==> config.mk <==
export PLATFORM = sky130hd
export DESIGN_NAME = led_pattern_engine_flat
export DESIGN_NICKNAME = d
export VERILOG_FILES = /design/src/rtl/led_pattern_engine_if.sv /design/src/rtl/led_pattern_engine.sv /design/src/flat_wrapper.sv
export SDC_FILE = /design/constraint.sdc
export NUM_CORES = 1
export LEC_CHECK = 0
export CAP_MARGIN = 20
export CORE_ASPECT_RATIO = 1.75
export CORE_MARGIN = 5
export CORE_UTILIZATION = 28
export DETAILED_ROUTE_END_ITERATION = 12
export GPL_ROUTABILITY_DRIVEN = 0
export PLACE_DENSITY_LB_ADDON = 0.1
export REMOVE_ABC_BUFFERS = 1
export SLEW_MARGIN = 5
export SYNTH_ARGS = -nofsm -noshare
export SYNTH_HDL_FRONTEND = slang
export SYNTH_SLANG_ARGS = --single-unit
==> constraint.sdc <==
create_clock -name clk -period 2.2 [get_ports clk]
set_input_delay 0.44 -clock clk [delete_from_list [all_inputs] [get_ports clk]]
set_output_delay 0.44 -clock clk [all_outputs]
set_load 0.005 [all_outputs]
==> src/rtl/led_pattern_engine_if.sv <==
// led_pattern_engine_if: mode/control inputs and LED/status outputs of the pattern engine
// Signals: sw (mode select), contin (active-low load/run), hold (pause),
//          led_out (LED bar), tick (step pulse), running (state is RUN).
// master drives the controls, slave is the engine.
interface led_pattern_engine_if #(
  parameter int LED_W = 18
);
  logic [1:0] sw;
  logic contin;
  logic hold;
  logic [LED_W-1:0] led_out;
  logic tick;
  logic running;
  modport master (output sw, contin, hold, input led_out, tick, running);
  modport slave (input sw, contin, hold, output led_out, tick, running);
endinterface

==> src/rtl/led_pattern_engine.sv <==
// led_pattern_engine: divided-clock LED pattern generator with rotate, field-increment and optional bounce modes
// Ports: clk, reset (async, active-high); bus (slave): sw, contin, hold in; led_out, tick, running out.
// Define LED_BOUNCE_EN to turn mode 11 into a bouncing single lit bit instead of a high-field increment.
module led_pattern_engine #(
  parameter int LED_W = 18,
  parameter int TICK_DIV = 50000000,
  parameter int FIELD_W = 4
) (
  input logic clk,
  input logic reset,
  led_pattern_engine_if.slave bus
);
  localparam logic [1:0] IDLE = 2'd0, RUN = 2'd1, PAUSE = 2'd2;
  localparam int DW = $clog2(TICK_DIV);
  logic [1:0] state, state_nxt, mode;
  logic [DW-1:0] div;
  logic [LED_W-1:0] led, led_nxt, m3_nxt;
  logic tick, running, count, wrap;
  // the divider only advances on RUN cycles that are not being paused
  assign count = state == RUN && !bus.hold;
  assign wrap = count && div == DW'(TICK_DIV - 1);
  // RUN and PAUSE both follow hold directly; IDLE ignores hold
  always_comb state_nxt = state == IDLE ? (bus.contin ? IDLE : RUN) : (bus.hold ? PAUSE : RUN);
`ifdef LED_BOUNCE_EN
  logic dir, onehot, go_right;
  assign onehot = led != '0 && (led & (led - LED_W'(1))) == '0;
  // a bit parked at either end always heads back inward, whatever dir says
  assign go_right = led[LED_W-1] | (dir & ~led[0]);
  assign m3_nxt = !onehot ? LED_W'(1) : go_right ? led >> 1 : led << 1;
  always_ff @(posedge clk or posedge reset)
    if (reset) dir <= 1'b0;
    else if (wrap && mode == 2'b11) dir <= !onehot ? 1'b0 : m3_nxt[LED_W-1] ? 1'b1 : m3_nxt[0] ? 1'b0 : go_right;
`else
  assign m3_nxt = {led[LED_W-1:LED_W-FIELD_W] + FIELD_W'(1), led[LED_W-FIELD_W-1:0]};
`endif
  always_comb
    led_nxt = mode == 2'b00 ? {led[0], led[LED_W-1:1]} :
              mode == 2'b01 ? {led[LED_W-2:0], led[LED_W-1]} :
              mode == 2'b10 ? {led[LED_W-1:FIELD_W], led[FIELD_W-1:0] + FIELD_W'(1)} : m3_nxt;
  always_ff @(posedge clk or posedge reset)
    if (reset) begin
      state <= IDLE;
      mode <= 2'b00;
      div <= '0;
      led <= LED_W'(1);
      tick <= 1'b0;
      running <= 1'b0;
    end else begin
      state <= state_nxt;
      running <= state_nxt == RUN;
      tick <= wrap;
      if (!bus.contin) mode <= bus.sw;
      if (count) div <= wrap ? '0 : div + DW'(1);
      if (wrap) led <= led_nxt;
    end
  assign bus.led_out = led;
  assign bus.tick = tick;
  assign bus.running = running;
endmodule
==> src/flat_wrapper.sv <==
// flat-port wrapper written by rule: the top's interface ports become plain ports
module led_pattern_engine_flat 
#(
  parameter int LED_W = 18,
  parameter int TICK_DIV = 50000000,
  parameter int FIELD_W = 4
)
  (clk, reset, bus_sw, bus_contin, bus_hold, bus_led_out, bus_tick, bus_running);
  led_pattern_engine_if #(.LED_W(LED_W)) bus_i ();
  input logic clk;
  input logic reset;
  input wire logic [$bits(bus_i.sw)-1:0] bus_sw;
  input wire logic [$bits(bus_i.contin)-1:0] bus_contin;
  input wire logic [$bits(bus_i.hold)-1:0] bus_hold;
  output wire logic [$bits(bus_i.led_out)-1:0] bus_led_out;
  output wire logic [$bits(bus_i.tick)-1:0] bus_tick;
  output wire logic [$bits(bus_i.running)-1:0] bus_running;
  assign bus_i.sw = bus_sw;
  assign bus_i.contin = bus_contin;
  assign bus_i.hold = bus_hold;
  assign bus_led_out = bus_i.led_out;
  assign bus_tick = bus_i.tick;
  assign bus_running = bus_i.running;
  led_pattern_engine #(.LED_W(LED_W), .TICK_DIV(TICK_DIV), .FIELD_W(FIELD_W)) u_core (.clk(clk), .reset(reset), .bus(bus_i));
endmodule
==> results of run 1 <==
-- routing by layer --
layer | track usage | part of all wire | up-vias
met5 | 0 | 0 | -
li1 | - | - | 962
met3 | 0.0226 | 0.024 | 7
met4 | 0.0465 | 0.018 | 0
met1 | 0.123 | 0.40 | 943
met2 | 0.212 | 0.56 | 26
-- registers in the layout, indices dropped and copies added (netlist names) --
name / cells
u_core.div: 26
u_core.bus.led_out: 18
u_core.mode: 2
u_core.state: 2
u_core.bus.tick: 1
-- through the flow --
stage | utilization | cells | hold slack [ns]
after floorplan | - | 236 | 0.455
after detailed placement | 0.338 | 405 | 0.475
final | 0.357 | 413 | 0.427
after global placement | 0.338 | 405 | 0.471
after global routing | 0.357 | 413 | 0.465
after CTS | 0.357 | 413 | 0.441
-- where the power goes --
part | internal (uW) | switching [uW] | leakage, uW | total, uW
clock network | 569 | 343 | 0.0000841 | 912
logic | 103 | 92.0 | 0.000781 | 195
registers | 946 | 60.4 | 0.000635 | 1010
-- Yosys cell counts, types with 3 or more instances --
master	instances	area (um2)
xor2_1	16	140
nand3_1	19	95.1
nand4_1	10	62.6
a21oi_1	3	15.0
and4_1	3	26.3
o31ai_1	5	37.5
dfrtp_1	48	1200
a211o_1	3	26.3
nor2b_1	6	37.5
clkbuf_1	7	26.3
xnor2_1	7	61.3
mux2i_1	6	60.1
ha_1	3	37.5
or3_1	3	18.8
mux2_2	12	135
nand2_1	20	75.1
or4b_1	4	40.0
nor2_1	23	86.3
nor3_1	7	35.0
mux2_4	10	150
and3_1	6	37.5
-- what timing repair did --
action	CTS	global route
gates resized for setup	0	2
endpoints found under the setup margin	0	3
buffers inserted	0	0
-- worst max-delay path, delay by kind of cell --
| family | cells | cell delay [ns] |
|---|---|---|
| simple gates | 4 | 1.02 |
| buf+inv | 1 | 0.47 |
| mux | 1 | 0.32 |
-- worst min path at each step --
stage / start / to / slack (ns) / cells after the start
floorplan: u_core.div[16] / u_core.div[16] / 0.45 / 1
global placement: u_core.div[6] / u_core.div[6] / 0.47 / 1
detailed placement: u_core.div[6] / u_core.div[6] / 0.48 / 1
CTS: reset / u_core.div[21] / 0.44 / 2
global route: reset / u_core.div[21] / 0.47 / 2
finish: reset / u_core.div[21] / 0.43 / 2
-- final cells by class --
class | count | area [um2]
Clock inverter | 1 | 30.0
Fill cell | 960 | 6010
Clock buffer | 7 | 143
Inverter | 2 | 7.51
Timing Repair Buffer | 47 | 440
Tap cell | 122 | 153
Sequential cell | 49 | 1230
Multi-Input combinational cell | 185 | 1340
-- logic make-up (layout without fill, tap and decap cells) --
| group | Yosys count | count (layout) |
|---|---|---|
| AO/OA/AOI/OAI | 16 | 16 |
| flip-flops | 49 | 49 |
| XOR/XNOR | 23 | 23 |
| AND/OR/NAND/NOR | 115 | 115 |
| adder cells (fa/ha/maj) | 3 | 3 |
| buffers and inverters | 14 | 57 |
| multiplexers | 28 | 28 |
==> out/qor.txt, run 1 <==
Pre-antenna DRT Iters -> 4
Setup Viol. Count Final -> 0
Max-slew headroom -> 0.716
Clock Skew -> 0.00813 ns
Vias per Instance -> 4.69
reg2reg end -> u_core.bus.led_out[2]
DP Worst Slack -> -0.225 ns
# rows -> 47
Leak Pwr -> 0.00150 uW
sequential share of the synthesized area -> 0.466
Post-Syn Area -> 2640 um2
total grt overflow -> 0
#FFs+latches synth -> 49
Synth Area in Adders -> 0.0142
critical path required time -> 2.38 ns
nets -> 299
initial antenna violation count -> 0
slew of the pin with the lowest slew margin -> 0.426 ns
H-tree lvl count -> 2
total of max-cap violations -> 0
clock sinks -> 49
startpoint types -> input port
Die Span X -> 83.4 um
Post-synth EDFFs -> 0
DR iter-0 viols -> 44
DRC -> 0
Warnings, synthesis -> 0
worst min-delay path class -> in -> async
crit path to -> u_core.bus.led_out[6]
final hold vios -> 0
detailed placement HPWL -> 4490 um
final worst setup slack -> 0.118 ns
FMAX -> 0.480 GHz
CTS tree -> done
status -> completed
clock buffer depth -> 2
CP max-delay cell -> clkdlybuf4s50_1
pin count of the biggest net entering global routing -> 36
number of global-route vias before repair -> 2119
CP endpoint kind -> flip-flop
layout cells sized above 1 -> 0.203
Area growth syn-to-layout -> 26.7%
TNS Setup -> 0 ns
Peak VDD IR -> 0.282 mV
RSZ-0062 raised after global routing -> no
largest family of logic cells by synthesized area -> simple AND/OR/NAND/NOR gates
total power -> 2110 uW
R2R depth -> 6
commonest non-fill, non-tap cell in the layout -> dfrtp_1
final wirelength -> 6110 um
die height -> 138 um
CTS Hold Buffers Added -> 0
Post-DP Area -> 3160 um2
critical path class -> in -> reg
CP Launch Point -> bus_hold
Tmin final -> 2.08 ns
clk_lat worst skew -> 0.29 ns
Crit path arrival time -> 2.26 ns
Synth async-reset ratio -> 1.00
Antenna Cells -> 0
initial core utilization -> 0.282
number of standard cells after synthesis -> 248
mux cell area share after synthesis -> 0.131
internal reg-to-reg setup slack -> 0.13 ns
Power Dens Cells -> 633 nW/um2
GRT Total Usage -> 0.114
post-route cell area -> 3340 um2
simple-gate area share of the yosys netlist -> 0.241
Period Utilization, post-route -> 0.946
Root Buffer -> clkbuf_16
PortBufs -> 25
Synth Area in XOR/XNOR -> 0.0764
synth unique cells -> 42
Post-Syn Area per Cell -> 10.6 um2
reg2reg start -> u_core.div[8]
total number of vias -> 1938
crit-path cells -> clkdlybuf4s50_1 > nor3b_4 > and3_1 > and4_1 > and2b_4 > mux2_4
Max Transition Viols Final -> 0
Synth Area in Compound Gates -> 0.0437
# IOs -> 26
CTS Buf Count -> 5
Routed WL per cell -> 14.8 um
first-pass GRT wire length -> 10600 um
CTS clock-pin slew for the worst setup and hold paths -> 0.07 ns
Top FF cell, synth -> dfrtp_1
most frequent cells in the layout -> 48 x dfrtp_1, 25 x clkdlybuf4s50_1, 23 x nor2_1
worst-path fanout max -> 10
die area -> 11500 um2
Antenna Nets Post-Route -> 0
Worst path max stage delay -> 0.47 ns
Placeable Area -> 9350 um2
Note: power is estimated with default switching activity, not from simulation.
==> inputs of run 2 (changes only) <==
- HOLD_SLACK_MARGIN: unset -> 0.06
==> results of run 2 <==
The final DEF is identical to that of run 1; final timing and power are the same.
